### src/rtl/mips_pkg.sv
// mips_pkg: opcode, ALUOp, mux-select and state encodings shared by the multicycle MIPS control path.
package mips_pkg;
  localparam logic [5:0] OP_R    = 6'b000000;
  localparam logic [5:0] OP_LW   = 6'b100011;
  localparam logic [5:0] OP_SW   = 6'b101011;
  localparam logic [5:0] OP_BEQ  = 6'b000100;
  localparam logic [5:0] OP_BNE  = 6'b000101;
  localparam logic [5:0] OP_ADDI = 6'b001000;
  localparam logic [5:0] OP_J    = 6'b000010;
  localparam logic [1:0] ALUOP_RTYPE = 2'b00;
  localparam logic [1:0] ALUOP_SUB   = 2'b01;
  localparam logic [1:0] ALUOP_ADD   = 2'b10;
  localparam logic [1:0] SRCB_B      = 2'b00;
  localparam logic [1:0] SRCB_FOUR   = 2'b01;
  localparam logic [1:0] SRCB_IMM    = 2'b10;
  localparam logic [1:0] SRCB_IMM_SH = 2'b11;
  localparam logic [1:0] PCSRC_ALU    = 2'b00;
  localparam logic [1:0] PCSRC_ALUOUT = 2'b01;
  localparam logic [1:0] PCSRC_JUMP   = 2'b10;
  typedef enum logic [3:0] {
    S_FETCH  = 4'd0,  S_DECODE = 4'd1,  S_MEMADR = 4'd2,  S_MEMRD  = 4'd3,
    S_MEMWB  = 4'd4,  S_MEMWR  = 4'd5,  S_EXEC   = 4'd6,  S_ALUWB  = 4'd7,
    S_BRANCH = 4'd8,  S_ADDIEX = 4'd9,  S_ADDIWB = 4'd10, S_JUMP   = 4'd11
  } state_e;
  function automatic logic op_legal(input logic [5:0] op);
    return op inside {OP_R, OP_LW, OP_SW, OP_BEQ, OP_BNE, OP_ADDI, OP_J};
  endfunction
endpackage

### src/rtl/mips_multicycle_control_if.sv
// mips_multicycle_control_if: controller <-> datapath bundle; master is the controller, slave the datapath.
interface mips_multicycle_control_if;
  logic [5:0] opcode_i;
  logic       zero_i;
  logic       mem_ready_i;
  logic       pc_en_o;
  logic [1:0] pc_source_o;
  logic       ior_d_o;
  logic       mem_read_o;
  logic       mem_write_o;
  logic       ir_write_o;
  logic       mem_to_reg_o;
  logic       reg_dst_o;
  logic       reg_write_o;
  logic       alu_src_a_o;
  logic [1:0] alu_src_b_o;
  logic [1:0] alu_op_o;
  logic       instr_done_o;
  logic       illegal_op_o;
  logic [3:0] state_o;
  modport master (
    input  opcode_i, zero_i, mem_ready_i,
    output pc_en_o, pc_source_o, ior_d_o, mem_read_o, mem_write_o, ir_write_o, mem_to_reg_o,
           reg_dst_o, reg_write_o, alu_src_a_o, alu_src_b_o, alu_op_o, instr_done_o,
           illegal_op_o, state_o
  );
  modport slave (
    output opcode_i, zero_i, mem_ready_i,
    input  pc_en_o, pc_source_o, ior_d_o, mem_read_o, mem_write_o, ir_write_o, mem_to_reg_o,
           reg_dst_o, reg_write_o, alu_src_a_o, alu_src_b_o, alu_op_o, instr_done_o,
           illegal_op_o, state_o
  );
endinterface

### src/rtl/mips_multicycle_control.sv
// mips_multicycle_control: multicycle MIPS main control FSM; outputs decoded from state, stalling on MemReady.
module mips_multicycle_control
  import mips_pkg::*;
(
  input  logic clk,
  input  logic rst_n,
  mips_multicycle_control_if.master bus
);
  state_e state_q, state_d;
  logic [5:0] op;
  logic rdy;
  logic pc_en, ior_d, mem_read, mem_write, ir_write, mem_to_reg, reg_dst, reg_write;
  logic alu_src_a, instr_done, illegal;
  logic [1:0] pc_source, alu_src_b, alu_op;
  assign op  = bus.opcode_i;
  assign rdy = bus.mem_ready_i;
  always_ff @(posedge clk or negedge rst_n)
    if (!rst_n) state_q <= S_FETCH;
    else        state_q <= state_d;
  always_comb begin
    state_d = S_FETCH;
    case (state_q)
      S_FETCH:  state_d = rdy ? S_DECODE : S_FETCH;
      S_DECODE: state_d = (op == OP_LW || op == OP_SW)   ? S_MEMADR :
                          op == OP_R                       ? S_EXEC   :
                          (op == OP_BEQ || op == OP_BNE) ? S_BRANCH :
                          op == OP_ADDI                    ? S_ADDIEX :
                          op == OP_J                       ? S_JUMP   : S_FETCH;
      S_MEMADR: state_d = op == OP_SW ? S_MEMWR : S_MEMRD;
      S_MEMRD:  state_d = rdy ? S_MEMWB : S_MEMRD;
      S_MEMWR:  state_d = rdy ? S_FETCH : S_MEMWR;
      S_EXEC:   state_d = S_ALUWB;
      S_ADDIEX: state_d = S_ADDIWB;
      default:  state_d = S_FETCH;
    endcase
  end
  always_comb begin
    pc_en      = 1'b0;
    pc_source  = PCSRC_ALU;
    ior_d      = 1'b0;
    mem_read   = 1'b0;
    mem_write  = 1'b0;
    ir_write   = 1'b0;
    mem_to_reg = 1'b0;
    reg_dst    = 1'b0;
    reg_write  = 1'b0;
    alu_src_a  = 1'b0;
    alu_src_b  = SRCB_B;
    alu_op     = ALUOP_RTYPE;
    instr_done = 1'b0;
    illegal    = 1'b0;
    case (state_q)
      S_FETCH:  begin mem_read = 1'b1; alu_src_b = SRCB_FOUR; alu_op = ALUOP_ADD; ir_write = rdy; pc_en = rdy; end
      S_DECODE: begin alu_src_b = SRCB_IMM_SH; alu_op = ALUOP_ADD; illegal = !op_legal(op); instr_done = !op_legal(op); end
      S_MEMADR: begin alu_src_a = 1'b1; alu_src_b = SRCB_IMM; alu_op = ALUOP_ADD; end
      S_MEMRD:  begin mem_read = 1'b1; ior_d = 1'b1; end
      S_MEMWB:  begin reg_write = 1'b1; mem_to_reg = 1'b1; instr_done = 1'b1; end
      S_MEMWR:  begin mem_write = 1'b1; ior_d = 1'b1; instr_done = rdy; end
      S_EXEC:   begin alu_src_a = 1'b1; alu_op = ALUOP_RTYPE; end
      S_ALUWB:  begin reg_write = 1'b1; reg_dst = 1'b1; instr_done = 1'b1; end
      S_BRANCH: begin
        alu_src_a  = 1'b1;
        alu_op     = ALUOP_SUB;
        pc_source  = PCSRC_ALUOUT;
        instr_done = 1'b1;
        pc_en      = op == OP_BNE ? !bus.zero_i : bus.zero_i;
      end
      S_ADDIEX: begin alu_src_a = 1'b1; alu_src_b = SRCB_IMM; alu_op = ALUOP_ADD; end
      S_ADDIWB: begin reg_write = 1'b1; instr_done = 1'b1; end
      S_JUMP:   begin pc_source = PCSRC_JUMP; pc_en = 1'b1; instr_done = 1'b1; end
      default: ;
    endcase
  end
  // Reset must block every architectural write; the selects keep showing FETCH decode.
  assign bus.pc_en_o      = rst_n & pc_en;
  assign bus.ir_write_o   = rst_n & ir_write;
  assign bus.reg_write_o  = rst_n & reg_write;
  assign bus.mem_write_o  = rst_n & mem_write;
  assign bus.instr_done_o = rst_n & instr_done;
  assign bus.illegal_op_o = rst_n & illegal;
  assign bus.pc_source_o  = pc_source;
  assign bus.ior_d_o      = ior_d;
  assign bus.mem_read_o   = mem_read;
  assign bus.mem_to_reg_o = mem_to_reg;
  assign bus.reg_dst_o    = reg_dst;
  assign bus.alu_src_a_o  = alu_src_a;
  assign bus.alu_src_b_o  = alu_src_b;
  assign bus.alu_op_o     = alu_op;
  assign bus.state_o      = state_q;
endmodule

### src/flat_wrapper.sv
// flat-port wrapper written by rule: the top's interface ports become plain ports
module mips_multicycle_control_flat import mips_pkg::*;
  (clk, rst_n, bus_opcode_i, bus_zero_i, bus_mem_ready_i, bus_pc_en_o, bus_pc_source_o, bus_ior_d_o, bus_mem_read_o, bus_mem_write_o, bus_ir_write_o, bus_mem_to_reg_o, bus_reg_dst_o, bus_reg_write_o, bus_alu_src_a_o, bus_alu_src_b_o, bus_alu_op_o, bus_instr_done_o, bus_illegal_op_o, bus_state_o);
  mips_multicycle_control_if bus_i ();
  input  logic clk;
  input  logic rst_n;
  input wire logic [$bits(bus_i.opcode_i)-1:0] bus_opcode_i;
  input wire logic [$bits(bus_i.zero_i)-1:0] bus_zero_i;
  input wire logic [$bits(bus_i.mem_ready_i)-1:0] bus_mem_ready_i;
  output wire logic [$bits(bus_i.pc_en_o)-1:0] bus_pc_en_o;
  output wire logic [$bits(bus_i.pc_source_o)-1:0] bus_pc_source_o;
  output wire logic [$bits(bus_i.ior_d_o)-1:0] bus_ior_d_o;
  output wire logic [$bits(bus_i.mem_read_o)-1:0] bus_mem_read_o;
  output wire logic [$bits(bus_i.mem_write_o)-1:0] bus_mem_write_o;
  output wire logic [$bits(bus_i.ir_write_o)-1:0] bus_ir_write_o;
  output wire logic [$bits(bus_i.mem_to_reg_o)-1:0] bus_mem_to_reg_o;
  output wire logic [$bits(bus_i.reg_dst_o)-1:0] bus_reg_dst_o;
  output wire logic [$bits(bus_i.reg_write_o)-1:0] bus_reg_write_o;
  output wire logic [$bits(bus_i.alu_src_a_o)-1:0] bus_alu_src_a_o;
  output wire logic [$bits(bus_i.alu_src_b_o)-1:0] bus_alu_src_b_o;
  output wire logic [$bits(bus_i.alu_op_o)-1:0] bus_alu_op_o;
  output wire logic [$bits(bus_i.instr_done_o)-1:0] bus_instr_done_o;
  output wire logic [$bits(bus_i.illegal_op_o)-1:0] bus_illegal_op_o;
  output wire logic [$bits(bus_i.state_o)-1:0] bus_state_o;
  assign bus_i.opcode_i = bus_opcode_i;
  assign bus_i.zero_i = bus_zero_i;
  assign bus_i.mem_ready_i = bus_mem_ready_i;
  assign bus_pc_en_o = bus_i.pc_en_o;
  assign bus_pc_source_o = bus_i.pc_source_o;
  assign bus_ior_d_o = bus_i.ior_d_o;
  assign bus_mem_read_o = bus_i.mem_read_o;
  assign bus_mem_write_o = bus_i.mem_write_o;
  assign bus_ir_write_o = bus_i.ir_write_o;
  assign bus_mem_to_reg_o = bus_i.mem_to_reg_o;
  assign bus_reg_dst_o = bus_i.reg_dst_o;
  assign bus_reg_write_o = bus_i.reg_write_o;
  assign bus_alu_src_a_o = bus_i.alu_src_a_o;
  assign bus_alu_src_b_o = bus_i.alu_src_b_o;
  assign bus_alu_op_o = bus_i.alu_op_o;
  assign bus_instr_done_o = bus_i.instr_done_o;
  assign bus_illegal_op_o = bus_i.illegal_op_o;
  assign bus_state_o = bus_i.state_o;
  mips_multicycle_control u_core (.clk(clk), .rst_n(rst_n), .bus(bus_i));
endmodule
### config.mk
export PLATFORM = sky130hd
export DESIGN_NAME = mips_multicycle_control_flat
export DESIGN_NICKNAME = d
export VERILOG_FILES = /design/src/rtl/mips_pkg.sv /design/src/rtl/mips_multicycle_control_if.sv /design/src/rtl/mips_multicycle_control.sv /design/src/flat_wrapper.sv
export SDC_FILE = /design/constraint.sdc
export NUM_CORES = 1
export LEC_CHECK = 0
export CAP_MARGIN = 5
export CORE_MARGIN = 2
export CORE_UTILIZATION = 40
export DETAILED_ROUTE_END_ITERATION = 8
export PLACE_DENSITY_LB_ADDON = 0.05
export REMOVE_ABC_BUFFERS = 1
export SLEW_MARGIN = 20
export SYNTH_ARGS = -nofsm -noshare
export SYNTH_HDL_FRONTEND = slang
export SYNTH_SLANG_ARGS = --single-unit
### constraint.sdc
create_clock -name clk -period 4.9 [get_ports clk]
set_input_delay 1.47 -clock clk [delete_from_list [all_inputs] [get_ports clk]]
set_output_delay 1.47 -clock clk [all_outputs]
set_load 0.02 [all_outputs]
# Word-level counts from Yosys, hierarchy flattened
# Cells that the tools add are included.
# totals
regBits	4
in_bits	10
output_inout_bits	21
elab_cells	63
# classes
eq_ne	17
muxes	25
bitwise	6
n_reduce_logical	14
# ops
operator	count
$pmux W4 S7	1
$mux W4	5
$eq A4 B3 Y1 const B	4
$eq A4 B4 Y1 const B	4
$eq A6 B3 Y1 const B	2
$eq A6 B6 Y1 const B	2
$mux W1	11
$mux W3	3
$eq A4 B2 Y1 const B	2
$pmux W2 S2	2
$reduce_or A4 Y1	2
$reduce_bool A7 Y1	1
$and A1 B1 Y1	6
$eq A6 B2 Y1 const B	1
$eq A6 B4 Y1 const B	1
$logic_not A6 Y1	1
$pmux W1 S3	2
$pmux W2 S3	1
$reduce_or A2 Y1	3
$reduce_or A5 Y1	1
$eq A4 B1 Y1 const B	1
$logic_not A4 Y1	1
$reduce_or A3 Y1	1
$logic_not A1 Y1	2
$logic_or A1 B1 Y1	2

# Depth between registers and ports, before layout
# Gate-level depths: netlist of the first run.
# depth
ltp_word	7
depth_mapped	5
depth_no_buf	4

# Least setup slack after synthesis of the first run
# Ideal clock, no wire load.
# synth_timing
path_kind	input-to-output
startpoint	input bus_opcode_i[3]
endpoint	output bus_instr_done_o
t_arrival_ns	2.932
required_ns	3.430
path_slack_ns	0.498
stages	5
n_path_buf	1
cell_sequence	buf_2 nor4b_1 o31a_1 a2111oi_2 nand2b_1
# synth_via
elab_chain_cells	5
elab_cells_between_ends	11
classes_between	6 x eq/ne; 1 x mux; 1 x bitwise; 3 x reduce/logical
# synth_lines
element	line_no	rtl
start: declaration	flat_wrapper.sv:7	input wire logic [$bits(bus_i.opcode_i)-1:0] bus_opcode_i;
$eq A6 B6 Y1, or another cell as far along	mips_pkg.sv:26	return op inside {OP_R, OP_LW, OP_SW, OP_BEQ, OP_BNE, OP_ADDI, OP_J};
$reduce_bool A7 Y1 *	mips_pkg.sv:26	
$logic_not A1 Y1 *	mips_multicycle_control.sv:54	S_DECODE: begin alu_src_b = SRCB_IMM_SH; alu_op = ALUOP_ADD; illegal = !op_legal(op); instr_done = !op_legal(o ...
$pmux W1 S3 *	mips_multicycle_control.sv:52	case (state_q)
$and A1 B1 Y1 *	mips_multicycle_control.sv:79	assign bus.instr_done_o = rst_n & instr_done;
end: declaration	flat_wrapper.sv:22	output wire logic [$bits(bus_i.instr_done_o)-1:0] bus_instr_done_o;
# Every way passes the cells marked *; elsewhere a longest branch is shown, timed or not.

# Final worst setup path of the first run
# Same ends and word-level chain as after synthesis.

==> impl_metrics.ini, run 1 <==
[sta]
relSlewSlack_pct = 63.84
max_freq_mhz = 214.8
slew_violations = 0
fin_ws_ps = 244.7
setup_viol = 0
finalCriticalPeriod_ps = 4655
worstMarginPinSlew_ps = 542.5
tns_ps = 0
layout_worst_path_cycle_share_pct = 95.01
hold_viol_final = 0
fin_skew_ps = 4.829
rsz0062_at_grt = false
timing.hold.ws_ps = 803.5

[min_path]
min_path_type = flop to flop
hold_depth = 2

[cts]
clk_path_buf_depth = 2
cts_tree = done
holdBufCountCts = 0
clk_pin_slew_ps = 30
insertion_delay_ps = 230
cts_inserted_buffers = 3
cts-root-buf = clkbuf_4
htree_levels = 1
cts.sinks = 4

[floorplanning]
dieWidth_um = 42.67
row_count = 13
initial_core_util_pct = 44.30
core-area_um2 = 1350
die_h_um = 42.67
die_area_um2 = 1820
io_pins = 31

[placed_design]
place_inst = 131
post-place-ws_ps = -30.12
io_buffer_count = 30
dpl.hpwl_um = 1333
gp_congestion = 0.7456

[critical_path]
worst-setup-path-type = input port to primary output
cp_max_fo = 4
r2r_cells = 3
cp-start-kind = input port
critPathRequiredTime_ps = 3430
arrival_ps = 3190
endpoint_kind = primary output

[synth]
synthTopCellsByArea = dfrtp_1 (17%), nor2_1 (9.4%), nand2b_1 (8.4%), nor3_1 (4.2%), nand2_1 (3.8%)
synth_top_area_share_pct = 16.74
synthCells = 86
synth_top_cell_by_area = dfrtp_1
ys_seq_area_share_pct = 16.74
syn_area_um2 = 598.1
syn_area_per_cell_um2 = 6.954
synth_seq_cells = 4
synth_flop_cell = dfrtp_1
synth_edf_count = 0
yosys.cell_types.count = 35
synth-async-reset-ratio_pct = 100.0
yosysWarnings = 0

[global_routing]
grt_util_met3_pct = 7.234
grt_first_pass_wirelength_um = 2835
grt_max_degree = 20
use_met1_pct = 24.61
antenna_found_initial = 0
grt_pass1_vias = 649
top_usage_layer = met2
grt_usage_pct = 20.33
gr-usage-met2_pct = 34.24
overflow = 0

[finish]
final_layout_size_suffix_gt1_share_pct = 11.76
synthToLayoutAreaGrowth_pct = 61.30
diodes = 0
stdcell_count = 134
nFillCells = 125
nets = 131
largest_reg_flops = 4

[detailed_routing]
dr.pass1.iters = 5
ant_nets = 0
drt_iter0_drc = 18
wirelength_um = 1665
viasPerCell = 5.575
drc = 0
vias = 747
wl_per_cell_um = 12.43

[power_and_ir_drop]
p_leak_nw = 0.3867
power.density_nw_per_um2 = 493.9
peakVddDrop_uv = 296.8

[run_status]
status = finished clean

[flow_run]
drv_cap = 0
## repair_timing
| action | CTS | global route |
|---|---|---|
| gates resized for setup | 1 | 2 |
| endpoints found under the setup margin | 1 | 2 |
| buffers inserted | 0 | 0 |
| pin swaps | 0 | 0 |
## through the flow
stage	power [mW]	utilization (%)	area, um^2
floorplan	0.2806	-	566.8
global placement	0.4386	69.51	938.4
detailed placement	0.4412	69.51	938.4
CTS	0.4798	71.08	959.7
global route	0.5159	71.46	964.7
finish	0.4765	71.46	964.7
## layout make-up
| type | instances | area [um^2] | area share (%) |
|---|---|---|---|
| sequential | 4 | 100.1 | 10.38 |
| timing repair buffer | 37 | 356.6 | 36.96 |
| clock buffer | 3 | 22.52 | 2.335 |
| multi-input combinational | 74 | 462.9 | 47.99 |
| inverter | 1 | 3.754 | 0.3891 |
| tap | 15 | 18.77 | 1.946 |
## power breakdown
part / leakage [nW] / switching (mW) / internal [mW] / total (mW)
combinational: 0.320 / 0.177 / 0.165 / 0.342
sequential: 0.0532 / 0.0510 / 0.0437 / 0.0947
clock: 0.0138 / 0.0124 / 0.0273 / 0.0397
total: 0.387 / 0.241 / 0.236 / 0.476
## routing by layer
layer | share of wire, % | up-vias
li1 | - | 386
met1 | 44 | 336
met2 | 50 | 25
met3 | 5.7 | 0
met4 | 0 | 0
met5 | 0 | -
## Yosys cell counts (all sizes together), types with 2 or more instances
cell type,number
nor2,15
nor2b,3
o31ai,2
and3,2
nor3,5
o21a,3
nor3b,3
nor4b,2
o21ai,2
xnor2,2
clkbuf,4
a21oi,3
nand2,6
nand2b,8
buf,3
nand3,2
nand4,3
dfrtp,4
## layout by cell type, fill, tap and decap left out
cell type	n
nand3b_1	1
inv_1	1
o41ai_1	1
clkdlybuf4s50_1	27
nor2b_1	3
o31ai_1	2
a211oi_1	1
nand2b_1	8
o221ai_2	1
nor4_1	1
a32o_1	1
nand4_1	3
buf_4	7
nor2_1	15
or4b_4	1
nor4b_1	2
and3_1	2
a2111oi_2	1
o32ai_1	1
o22ai_1	1
nor3b_1	3
a21oi_1	3
xnor2_1	2
o31a_1	1
nor3_1	5
o211ai_1	1
o21a_1	3
dlymetal6s2s_1	2
nand3_1	1
nand3_2	1
o21ai_0	2
nand2_1	6
dfrtp_1	4
clkbuf_4	3
dlygate4sd2_1	1
xor2_1	1
## kinds of logic after synthesis
kind of cell	count (synthesis)	synth area share, %
XOR/XNOR	3	4.394
buffers and inverters	8	5.855
flip-flops	4	16.74
AO/OA/AOI/OAI	19	25.10
AND/OR/NAND/NOR	52	47.91
## worst max-delay path, stage by stage
cell and delay (ps):
clkdlybuf4s50_1 460, nor4b_1 170, o31a_1 300, a2111oi_2 300, nand2b_1 150, dlygate4sd2_1 340
## path summary, 6_finish.rpt
path                                  startpoint                    end  slack (ps)
min in group asynchronous                  rst_n  u_core.bus.state_o[2]        1550
setup / recovery                 bus_opcode_i[3]       bus_instr_done_o         240
hold reg to reg            u_core.bus.state_o[3]  u_core.bus.state_o[3]         800
setup reg to reg           u_core.bus.state_o[0]  u_core.bus.state_o[0]        3440
max in group asynchronous                  rst_n  u_core.bus.state_o[1]        3230
hold / removal             u_core.bus.state_o[3]  u_core.bus.state_o[3]         800
Note: power is estimated with default switching activity, not from simulation.
==> run 2, diff against run 1 <==
Settings changed: CORE_MARGIN 2 to 4, SLEW_MARGIN 20 to 40.
==> impl_metrics.ini, run 2 (same netlist as run 1, synthesis figures left out) <==
[floorplanning]
core-area_um2 = 1350
initial_core_util_pct = 44.30
die_h_um = 46.67
dieWidth_um = 46.67
die_area_um2 = 2178
io_pins = 31
row_count = 13

[detailed_routing]
wl_met3_um = 141
wl_per_cell_um = 13.44
drt_iter0_drc = 10
dr.max_layer_used = met3
wl_met1_um = 782
drc = 0
dr.pass1.iters = 4
vias = 766
wl_met2_um = 877
viasPerCell = 5.716
wirelength_um = 1801
ant_nets = 0

[critical_path]
worst-setup-path-type = input port to primary output
cp-start-kind = input port
critPathRequiredTime_ps = 3430
arrival_ps = 3330
endpoint_kind = primary output
cp_max_fo = 5

[placed_design]
place_inst = 131
gp_congestion = 0.7843
dpl.hpwl_um = 1437
place_area_um2 = 938.4
io_buffer_count = 30
post-place-ws_ps = -47.91

[run_status]
status = finished clean

[finish]
largest_reg_flops = 4
synthToLayoutAreaGrowth_pct = 60.88
final_cell_area_um2 = 962.2
final_layout_size_suffix_gt1_share_pct = 11.76
layout_commonest_cell = clkdlybuf4s50_1
utilization_pct = 71.27
diodes = 0
nFillCells = 130
stdcell_count = 134
nets = 131
final_cell_mix = clkdlybuf4s50_1 (28), nor2_1 (15), nand2b_1 (8)

[cts]
holdBufCountCts = 0
cts_inserted_buffers = 3
cts-root-buf = clkbuf_4
cts_tree = done
htree_levels = 1
clk_pin_slew_ps = 30
insertion_delay_ps = 230
postCtsSetupRepairBufs = 0
cts.sinks = 4
clk_path_buf_depth = 2
cts-resized-gates = 1

[sta]
slew_violations = 0
fin_ws_ps = 96.06
max_freq_mhz = 208.2
finalCriticalPeriod_ps = 4804
timing.hold.ws_ps = 780.6
fin_skew_ps = 2.088
relSlewSlack_pct = 64.07
rsz0062_at_grt = false
setup_viol = 0
layout_worst_path_cycle_share_pct = 98.04
hold_viol_final = 0
worstMarginPinSlew_ps = 539.0

[global_routing]
grt_first_pass_wirelength_um = 2939
grt_pass1_vias = 666
antenna_found_initial = 0
grt_max_degree = 20
grt_usage_pct = 18.60
overflow = 0

[min_path]
min_path_type = flop to flop

[flow_run]
drv_cap = 0

[power_and_ir_drop]
power.density_nw_per_um2 = 498.3
p_leak_nw = 0.3702
peakVddDrop_uv = 325.0
[run 2: final timing paths]
check / startpoint / slack, ps / cells past startpoint / endpoint
worst max register to register: u_core.bus.state_o[0] / 3410 / 3 / u_core.bus.state_o[0]
worst min register to register: u_core.bus.state_o[3] / 780 / 2 / u_core.bus.state_o[3]
worst min-delay path: u_core.bus.state_o[3] / 780 / 2 / u_core.bus.state_o[3]
max in group asynchronous: rst_n / 3230 / 2 / u_core.bus.state_o[3]
min in group asynchronous: rst_n / 1540 / 2 / u_core.bus.state_o[0]
worst max-delay path: bus_opcode_i[1] / 100 / 7 / bus_pc_en_o
[run 2: metal layers]
layer | vias to the layer above | track usage, %
met3 | 0 | 6.641
met2 | 26 | 28.57
met5 | - | 0
met1 | 355 | 25.17
met4 | 0 | 3.315
li1 | 385 | -
[run 2: power breakdown]
group | leakage [nW] | internal, mW | switching, mW
clock network | 0.0138 | 0.0273 | 0.0123
registers | 0.0532 | 0.0437 | 0.0509
logic | 0.303 | 0.165 | 0.180
total | 0.370 | 0.236 | 0.243
[run 2: worst max-delay path: stages]
cell             delay [ps]
clkdlybuf4s50_1         480
buf_4                   180
nor2_1                  140
nand4_1                 150
xnor2_1                 150
a32o_1                  250
clkdlybuf4s50_1         530
[run 2: area by class of cell]
| type | instances | area (um^2) | area share, % |
|---|---|---|---|
| Multi-Input combinational cell | 74 | 462.9 | 48.11 |
| Timing Repair Buffer | 37 | 354.1 | 36.80 |
| Sequential cell | 4 | 100.1 | 10.40 |
| Clock buffer | 3 | 22.52 | 2.341 |
| Tap cell | 15 | 18.77 | 1.951 |
| Inverter | 1 | 3.754 | 0.3901 |
[run 2: per-stage QoR]
step	setup TNS (ps)	power, mW
6_report	0	0.4795
5_1_grt	0	0.5186
4_1_cts	0	0.4827
3_5_place_dp	-47.91	0.4432
3_3_place_gp	-4.264	0.4387
2_1_floorplan	0	0.2806
